`src/rtl/paddle_input_conditioner_pkg.sv`:
```
// Shared types and constants for the two-channel paddle switch conditioner.
package paddle_input_conditioner_pkg;

    typedef enum logic [1:0] {
        StLo  = 2'd0,
        StWhi = 2'd1,
        StHi  = 2'd2,
        StWlo = 2'd3
    } db_state_e;

    localparam int unsigned DbCountDefault = 1_000_000;
    localparam int unsigned DbCountSim     = 8;

endpackage

```
`src/rtl/debounce_channel.sv`:
```
// One switch channel: two-flop synchronizer, counter-based debounce FSM and
// registered single-cycle rise/fall pulses.
module debounce_channel
    import paddle_input_conditioner_pkg::*;
#(
    parameter int unsigned DbCount = DbCountDefault,
    parameter int unsigned CntW    = 20
) (
    input  logic clk_i,
    input  logic rst_ni,
    input  logic sw_raw_i,
    output logic db_level_o,
    output logic db_rise_o,
    output logic db_fall_o
);

    logic [1:0]      sync_q;
    logic            s;
    db_state_e       state_q, state_d;
    logic [CntW-1:0] cnt_q, cnt_d;
    logic            level_q, level_d;
    logic            rise_q, rise_d;
    logic            fall_q, fall_d;
    logic            cnt_done;

    assign s        = sync_q[1];
    assign cnt_done = (cnt_q == CntW'(DbCount - 1));

    always_ff @(posedge clk_i or negedge rst_ni) begin
        if (!rst_ni) begin
            sync_q  <= 2'b00;
            state_q <= StLo;
            cnt_q   <= '0;
            level_q <= 1'b0;
            rise_q  <= 1'b0;
            fall_q  <= 1'b0;
        end else begin
            sync_q  <= {sync_q[0], sw_raw_i};
            state_q <= state_d;
            cnt_q   <= cnt_d;
            level_q <= level_d;
            rise_q  <= rise_d;
            fall_q  <= fall_d;
        end
    end

    // Counter only runs in the waiting states, so it can never pass DbCount-1.
    always_comb begin
        state_d = state_q;
        cnt_d   = cnt_q;
        level_d = level_q;
        rise_d  = 1'b0;
        fall_d  = 1'b0;
        unique case (state_q)
            StLo: begin
                if (s) begin
                    state_d = StWhi;
                    cnt_d   = CntW'(1);
                end
            end
            StWhi: begin
                if (!s) begin
                    state_d = StLo;
                    cnt_d   = '0;
                end else if (cnt_done) begin
                    state_d = StHi;
                    cnt_d   = '0;
                    level_d = 1'b1;
                    rise_d  = 1'b1;
                end else begin
                    cnt_d = cnt_q + CntW'(1);
                end
            end
            StHi: begin
                if (!s) begin
                    state_d = StWlo;
                    cnt_d   = CntW'(1);
                end
            end
            StWlo: begin
                if (s) begin
                    state_d = StHi;
                    cnt_d   = '0;
                end else if (cnt_done) begin
                    state_d = StLo;
                    cnt_d   = '0;
                    level_d = 1'b0;
                    fall_d  = 1'b1;
                end else begin
                    cnt_d = cnt_q + CntW'(1);
                end
            end
        endcase
    end

    assign db_level_o = level_q;
    assign db_rise_o  = rise_q;
    assign db_fall_o  = fall_q;

endmodule

```
`src/rtl/paddle_input_conditioner.sv`:
```
// Two debounced paddle switches plus frame-aligned copies that only update on
// refr_tick, so paddle direction never changes mid-frame.
module paddle_input_conditioner
    import paddle_input_conditioner_pkg::*;
#(
    parameter int unsigned DbCount = DbCountDefault,
    parameter int unsigned CntW    = 20
) (
    input  logic       clk_i,
    input  logic       rst_ni,
    input  logic       refr_tick_i,
    input  logic [1:0] sw_raw_i,
    output logic [1:0] db_level_o,
    output logic [1:0] db_rise_o,
    output logic [1:0] db_fall_o,
    output logic [1:0] incdec_o
);

    logic [1:0] incdec_q, incdec_d;

    for (genvar i = 0; i < 2; i++) begin : g_ch
        debounce_channel #(
            .DbCount(DbCount),
            .CntW   (CntW)
        ) u_channel (
            .clk_i     (clk_i),
            .rst_ni    (rst_ni),
            .sw_raw_i  (sw_raw_i[i]),
            .db_level_o(db_level_o[i]),
            .db_rise_o (db_rise_o[i]),
            .db_fall_o (db_fall_o[i])
        );
    end

    // db_level_o is registered, so a coincident tick captures the pre-update level.
    always_comb begin
        incdec_d = incdec_q;
        if (refr_tick_i) begin
            incdec_d = db_level_o;
        end
    end

    always_ff @(posedge clk_i or negedge rst_ni) begin
        if (!rst_ni) begin
            incdec_q <= 2'b00;
        end else begin
            incdec_q <= incdec_d;
        end
    end

    assign incdec_o = incdec_q;

endmodule

```
`config.mk`:
```
export PLATFORM = sky130hd
export DESIGN_NAME = paddle_input_conditioner
export DESIGN_NICKNAME = d
export VERILOG_FILES = /design/src/rtl/paddle_input_conditioner_pkg.sv /design/src/rtl/debounce_channel.sv /design/src/rtl/paddle_input_conditioner.sv
export SDC_FILE = /design/constraint.sdc
export NUM_CORES = 1
export LEC_CHECK = 0
export BUFFER_PORTS_ARGS = -buffer_cell sky130_fd_sc_hd__buf_2
export CORE_UTILIZATION = 45
export DETAILED_ROUTE_END_ITERATION = 8
export SYNTH_ARGS = -nofsm -noshare
export SYNTH_HDL_FRONTEND = slang
export SYNTH_SLANG_ARGS = --single-unit
```
`constraint.sdc`:
```
create_clock -name clk_i -period 3.5 [get_ports clk_i]
set_input_delay 0.7 -clock clk_i [delete_from_list [all_inputs] [get_ports clk_i]]
set_output_delay 0.7 -clock clk_i [all_outputs]
set_load 0.02 [all_outputs]
```
==> metrics, run 1 <==
fmax=approximately 0.43 GHz; Period minus WS final=roughly 2.3 ns; cells after synthesis=~310; Peak VDD IR=approximately 0.25 mV; GP Congestion=roughly 0.78; Area Overhead vs Synth=5.00%; sequential share of power=59.8%; via count of the first global-routing pass=~2.1k; switch share=roughly a quarter; post-CTS setup repair buffer count=0; Filler cells=between 600 and 700; maximum clock insertion buffer count=2; Synthesized Nets=around 320; Routed Antenna Nets=0; largest net degree at the start of global routing=36; Max-Cap Viols=0; Cell Pwr Density=approximately 370 nW/um^2; Slew @ Worst Pin=roughly 1.1 ns; period utilization=between 60% and 70%; Global Route met2 Usage=between 20% and 30%; CTS Sinks=56; startpoint types=flop; Final Max Tran Viols=0; yosys warns=0; first-pass GRT wire length=roughly 10 mm; Post-CTS Resized=0; Inst Count DP=386; leakage=1.36 nW; routed vias=2,311; DR iter-0 viols=approximately 120; Max FO, Critical Path=17; grt ovf=0; Clock power frac=roughly a third; WL final=6.04 mm; commonest cells after routing, fill and taps aside=dfrtp_1 (56), nand2_1 (32), nand3_1 (24); Initial Util=47.1%; initial antenna violation count=0; DRT Pass-1 Iters=4; status=completed; CP Class=flop to flop; DRC viols=0; relative slew slack=between 20 and 30%; Inserted Diodes=0; hpwl dp=4.12 mm; Post-CTS Hold Fix Bufs=0; met1 Use GR=between 20% and 30%; GRT Total Usage=18.1%; part of the power in combinational logic=7.5%; register area share after synthesis=between 40% and 50%; Routed WL per cell=around 15 microns; total power=roughly 0.0012 W; final setup TNS=0 ns; Global Route met3 Usage=about 2.9%; Avg Inst Size Synth=between 9 and 10 sq um; number of flops mapped to enable cells by yosys=0; clk slew on worst S/H paths=between 0.1 and 0.15 ns; Placeable Area=around 6400 sq um; Num CTS Buffers=5; Yosys cell types=55; drt via density=~5.9; clk_lat worst skew=0.32 ns; synthesized area=between 3000 and 4000 sq um; final setup vio count=0; Worst EP arrival=about 2.6 ns; row cnt=29; gr busiest metal=met2; die width=roughly 84 microns; ys flop type=dfrtp_1; nets=approximately 320; Final Hold Fails=0; RSZ-0062 raised after global routing=false; Port Buffers=12; H-tree levels=2; num ports=13; die extent in y=about 84 microns; asr flop ratio synth=100%; share of cells above drive strength 1=12.6%; CTS tree=done; Final Skew=0.0136 ns; most common cell after layout, fill and taps aside=dfrtp_1; switching power total=0.000306 W; Final Core Density=49.5%; CTS root buf=clkbuf_8; Critical Path RT=around 3.8 ns; Hold Slack=~0.36 ns; CP Capture Type=flop; HP Class=flop to flop; die area=about 7000 sq um; flops & latches, synth=56; Internal=about 0.00086 W; Final Non-Filler Cells=between 300 and 400
[flip-flops by register name (all words and copies together), names as in the netlist, named ones only]
name                       flops
g_ch.u_channel.cnt_q          40
g_ch.u_channel.sync_q          4
incdec_o                       2
g_ch.u_channel.state_q         2
g_ch.u_channel.db_level_o      2
g_ch.u_channel.db_rise_o       2
g_ch.u_channel.db_fall_o       2
[cell type report]
| cell class | instances | area [sq um] | share of cell area (%) |
|---|---|---|---|
| inverter | 7 | 26.3 | 0.826 |
| clock inverter | 2 | 13.8 | 0.433 |
| sequential | 56 | 1400 | 44.1 |
| tap | 77 | 96.3 | 3.03 |
| timing repair buffer | 14 | 75.1 | 2.36 |
| clock buffer | 6 | 82.6 | 2.60 |
| multi-input combinational | 232 | 1480 | 46.7 |
[per-layer routing]
metal / share of wire, % / wire [microns] / up-vias
met2: 47 / 2860 / 25
met3: 2.3 / 141 / 9
met1: 49 / 2950 / 1116
met5: 0 / 0 / -
li1: - / - / 1161
met4: 1.4 / 87 / 0
[cell families after synthesis]
logic type                 Yosys count  share of synthesized area, %
muxes                               11                          3.80
and+or+nand+nor                    139                          27.2
DFF                                 56                          46.3
AOI/OAI and AO/OA                   77                          16.3
buffers and inverters               26                          4.71
adders and majority gates            2                         0.826
xor gates and xnor gates             3                         0.868
[power groups by stage]
stage	logic, W	registers, W	clock network [W]
floorplan	0.0000632	0.000705	0
global placement	0.0000876	0.000712	0
detailed placement	0.0000894	0.000713	0
CTS	0.0000899	0.000700	0.000397
global route	0.000102	0.000705	0.000421
finish	0.0000882	0.000700	0.000382
[cell usage after synthesis (7+ instances only)]
cell type	n	area share (%)
nand2_1	32	4.0
mux2i_1	7	2.3
inv_1	7	0.87
nand4_1	9	1.9
o21ai_0	8	1.3
a21oi_1	21	3.5
nand3_1	24	4.0
dfrtp_1	56	46
a31oi_1	17	3.5
nor2_1	12	1.5
and3_1	10	2.1
[final timing paths]
check,slack (ns),cells after the start,to,from
worst max-delay path,1.16,5,g_ch[1].u_channel.cnt_q[12],g_ch[1].u_channel.sync_q[1]
worst min-delay path,0.36,0,g_ch[0].u_channel.sync_q[1],g_ch[0].u_channel.sync_q[0]
worst max register to register,1.16,5,g_ch[1].u_channel.cnt_q[12],g_ch[1].u_channel.sync_q[1]
worst min register to register,0.36,0,g_ch[0].u_channel.sync_q[1],g_ch[0].u_channel.sync_q[0]
max in group asynchronous,2.27,2,g_ch[0].u_channel.cnt_q[12],rst_ni
min in group asynchronous,0.44,1,g_ch[1].u_channel.cnt_q[12],rst_ni
[worst max-delay path, stage by stage (launching register included)]
cell	delay [ns]
dfrtp_1	0.44
xor2_1	0.37
nand2_1	0.37
a21oi_2	0.67
o21ai_0	0.21
a31oi_1	0.20
[metrics by stage]
step | setup WS, ns | area, sq um
final | 1.16 | 3180
after global placement | 1.27 | 3080
after detailed placement | 1.18 | 3080
after floorplan | 1.68 | 3030
after global routing | 0.919 | 3180
after CTS | 1.17 | 3180
No activity file was read; power rests on OpenSTA's default activity.
==> run 2: changes to the inputs <==
Clock period 3.5 ns to 2.08 ns, I/O delays scaled along.
==> run 2 against run 1 <==
Combinational power is 98% higher. Hold slack worse by 0.27 ns. Total power is 77% higher. Setup slack worse by 1.1 ns. Cell area is 5.3% higher. Clock skew is 0.0044 ns lower. Critical endpoint is now g_ch[1].u_channel.cnt_q[9]. Highest routed layer unchanged.
==> metrics, run 2 (synthesis results as in run 1) <==
Max FO, Critical Path=17; RSZ-0062 raised after global routing=false; initial antenna violation count=0; H-tree levels=2; Post-CTS Resized=0; Seq. cell area=around 1400 sq um; Final Skew=approximately 0.0091 ns; Num CTS Buffers=5; RR Endpoint=g_ch[1].u_channel.cnt_q[9]; Period minus WS final=a little under 2 ns; Internal=between 0.0015 and 0.002 W; DRT Pass-1 Iters=4; Routed WL per cell=~15 microns; max FFs per register=40; final worst slack=a little over 0.09 ns; nets=around 340; Worst setup startpoint=g_ch[1].u_channel.cnt_q[8]; share of cells above drive strength 1=~17%; FF-to-FF path depth=5; worst r2r src=g_ch[1].u_channel.cnt_q[8]; final setup TNS=0 ns; largest net degree at the start of global routing=57; CTS Sinks=56; Final Max Tran Viols=0; critical path cell sequence=or4bb_1 > nor3_2 > a21oi_4 > a21o_1 > a21o_1; most flop-heavy register=g_ch.u_channel.cnt_q; die extent in y=approximately 84 microns; first-pass GRT wire length=between 10 and 15 mm; routed vias=about 2.4k; row cnt=29; Max-Cap Viols=0; CTS tree=done; Critical Path RT=roughly 2.3 ns; setup slack at placement=between 0.07 and 0.08 ns; die area=roughly 7100 sq um; part of the power in combinational logic=8.4%; status=completed; Worst EP arrival=approximately 2.2 ns; clk_lat worst skew=0.31 ns; Worst path slowest cell=or4bb_1; CP Depth=5; multi-input logic area=approximately 1500 sq um; num ports=13; Initial Util=a little under half; switch share=24.7%; via count of the first global-routing pass=2,352; CTS root buf=clkbuf_8; commonest cells after routing, fill and taps aside=dfrtp_1 (56), nand2_1 (32), nand3_1 (24); period utilization=a little over nine tenths; switching power total=just over 0.0005 W; CP most frequent cell=a21o_1; CP Class=flop to flop; clk slew on worst S/H paths=roughly 0.10 ns; Final Hold Fails=0; maximum clock insertion buffer count=2; biggest regs=g_ch.u_channel.cnt_q x40, g_ch.u_channel.sync_q x4; grt ovf=0; GRT Total Usage=just under 20%; die width=roughly 84 microns; most common cell after layout, fill and taps aside=dfrtp_1; Post-CTS Hold Fix Bufs=0; relative slew slack=a little over two fifths; Placeable Area=6420 sq um; DRC viols=0; sequential share of power=between 50% and 60%; CP max stage delay=0.53 ns; Peak VDD IR=around 0.33 mV; fmax=just over 0.5 GHz; Routed Antenna Nets=0; Buffers & Inverters on Critical Path=0; Inserted Diodes=0; final setup vio count=0; Port Buffers=12; drt via density=just under 6; post-CTS setup repair buffer count=0; Critical path destination=g_ch[1].u_channel.cnt_q[9]; Slew @ Worst Pin=between 0.8 and 0.9 ns; Clock power frac=a little over a third; r2r setup slk=around 0.093 ns; HP Class=input port to asynchronous set/reset pin; Area Overhead vs Synth=10.5%; Filler cells=slightly below 600; WL final=6.34 mm; DR iter-0 viols=between 100 and 150; startpoint types=flop; hpwl dp=approximately 4.4 mm; GP Congestion=0.776; Cell Pwr Density=slightly above 600 nW/um^2; CP Capture Type=flop; leakage=approximately 1.5 nW; CP top delay family=simple AND/OR/NAND/NOR gates
run 2: layer usage:
metal	track usage, %	share of wire [%]
met1	25.5	48
met2	34.0	48
met3	2.97	2.5
met4	5.64	1.3
met5	0	0
run 2: power groups by stage:
stage	logic, W	registers [W]	clock network [W]
2_1_floorplan	0.000106	0.00119	0
3_3_place_gp	0.000170	0.00120	0
3_5_place_dp	0.000176	0.00120	0
4_1_cts	0.000177	0.00118	0.000754
5_1_grt	0.000201	0.00118	0.000783
6_report	0.000175	0.00118	0.000724
run 2: worst min path at each step:
stage	to
after floorplan	asynchronous set/reset pin
after global placement	g_ch[1].u_channel.sync_q[1]
after detailed placement	g_ch[0].u_channel.sync_q[1]
after CTS	g_ch[1].u_channel.cnt_q[13]
after global routing	g_ch[1].u_channel.cnt_q[13]
final	g_ch[1].u_channel.cnt_q[13]
run 2: per-stage QoR:
step / hold slack [ns] / instance area, sq um / instances / power (W) / utilization (%)
after detailed placement: 0.340 / 3220 / 402 / 0.00137 / 50.1
after CTS: 0.0968 / 3330 / 410 / 0.00211 / 51.8
final: 0.0815 / 3350 / 410 / 0.00208 / 52.1
after floorplan: 0.120 / 3030 / 314 / 0.00129 / -
after global placement: 0.333 / 3220 / 402 / 0.00137 / 50.1
after global routing: 0.104 / 3350 / 410 / 0.00217 / 52.1
run 2: final cells by class:
| type | instances | share of cell area (%) |
|---|---|---|
| multi-input combinational | 232 | 44.9 |
| sequential | 56 | 41.9 |
| timing repair buffer | 30 | 6.21 |
| tap | 77 | 2.88 |
| clock buffer | 6 | 2.17 |
| clock inverter | 2 | 1.16 |
| inverter | 7 | 0.785 |
run 2: worst register-to-register path, delay by kind of cell, from the launching register on:
family / cells / cell delay, ns
flops: 1 / 0.45
simple gates: 2 / 0.86
compound gates: 3 / 0.59
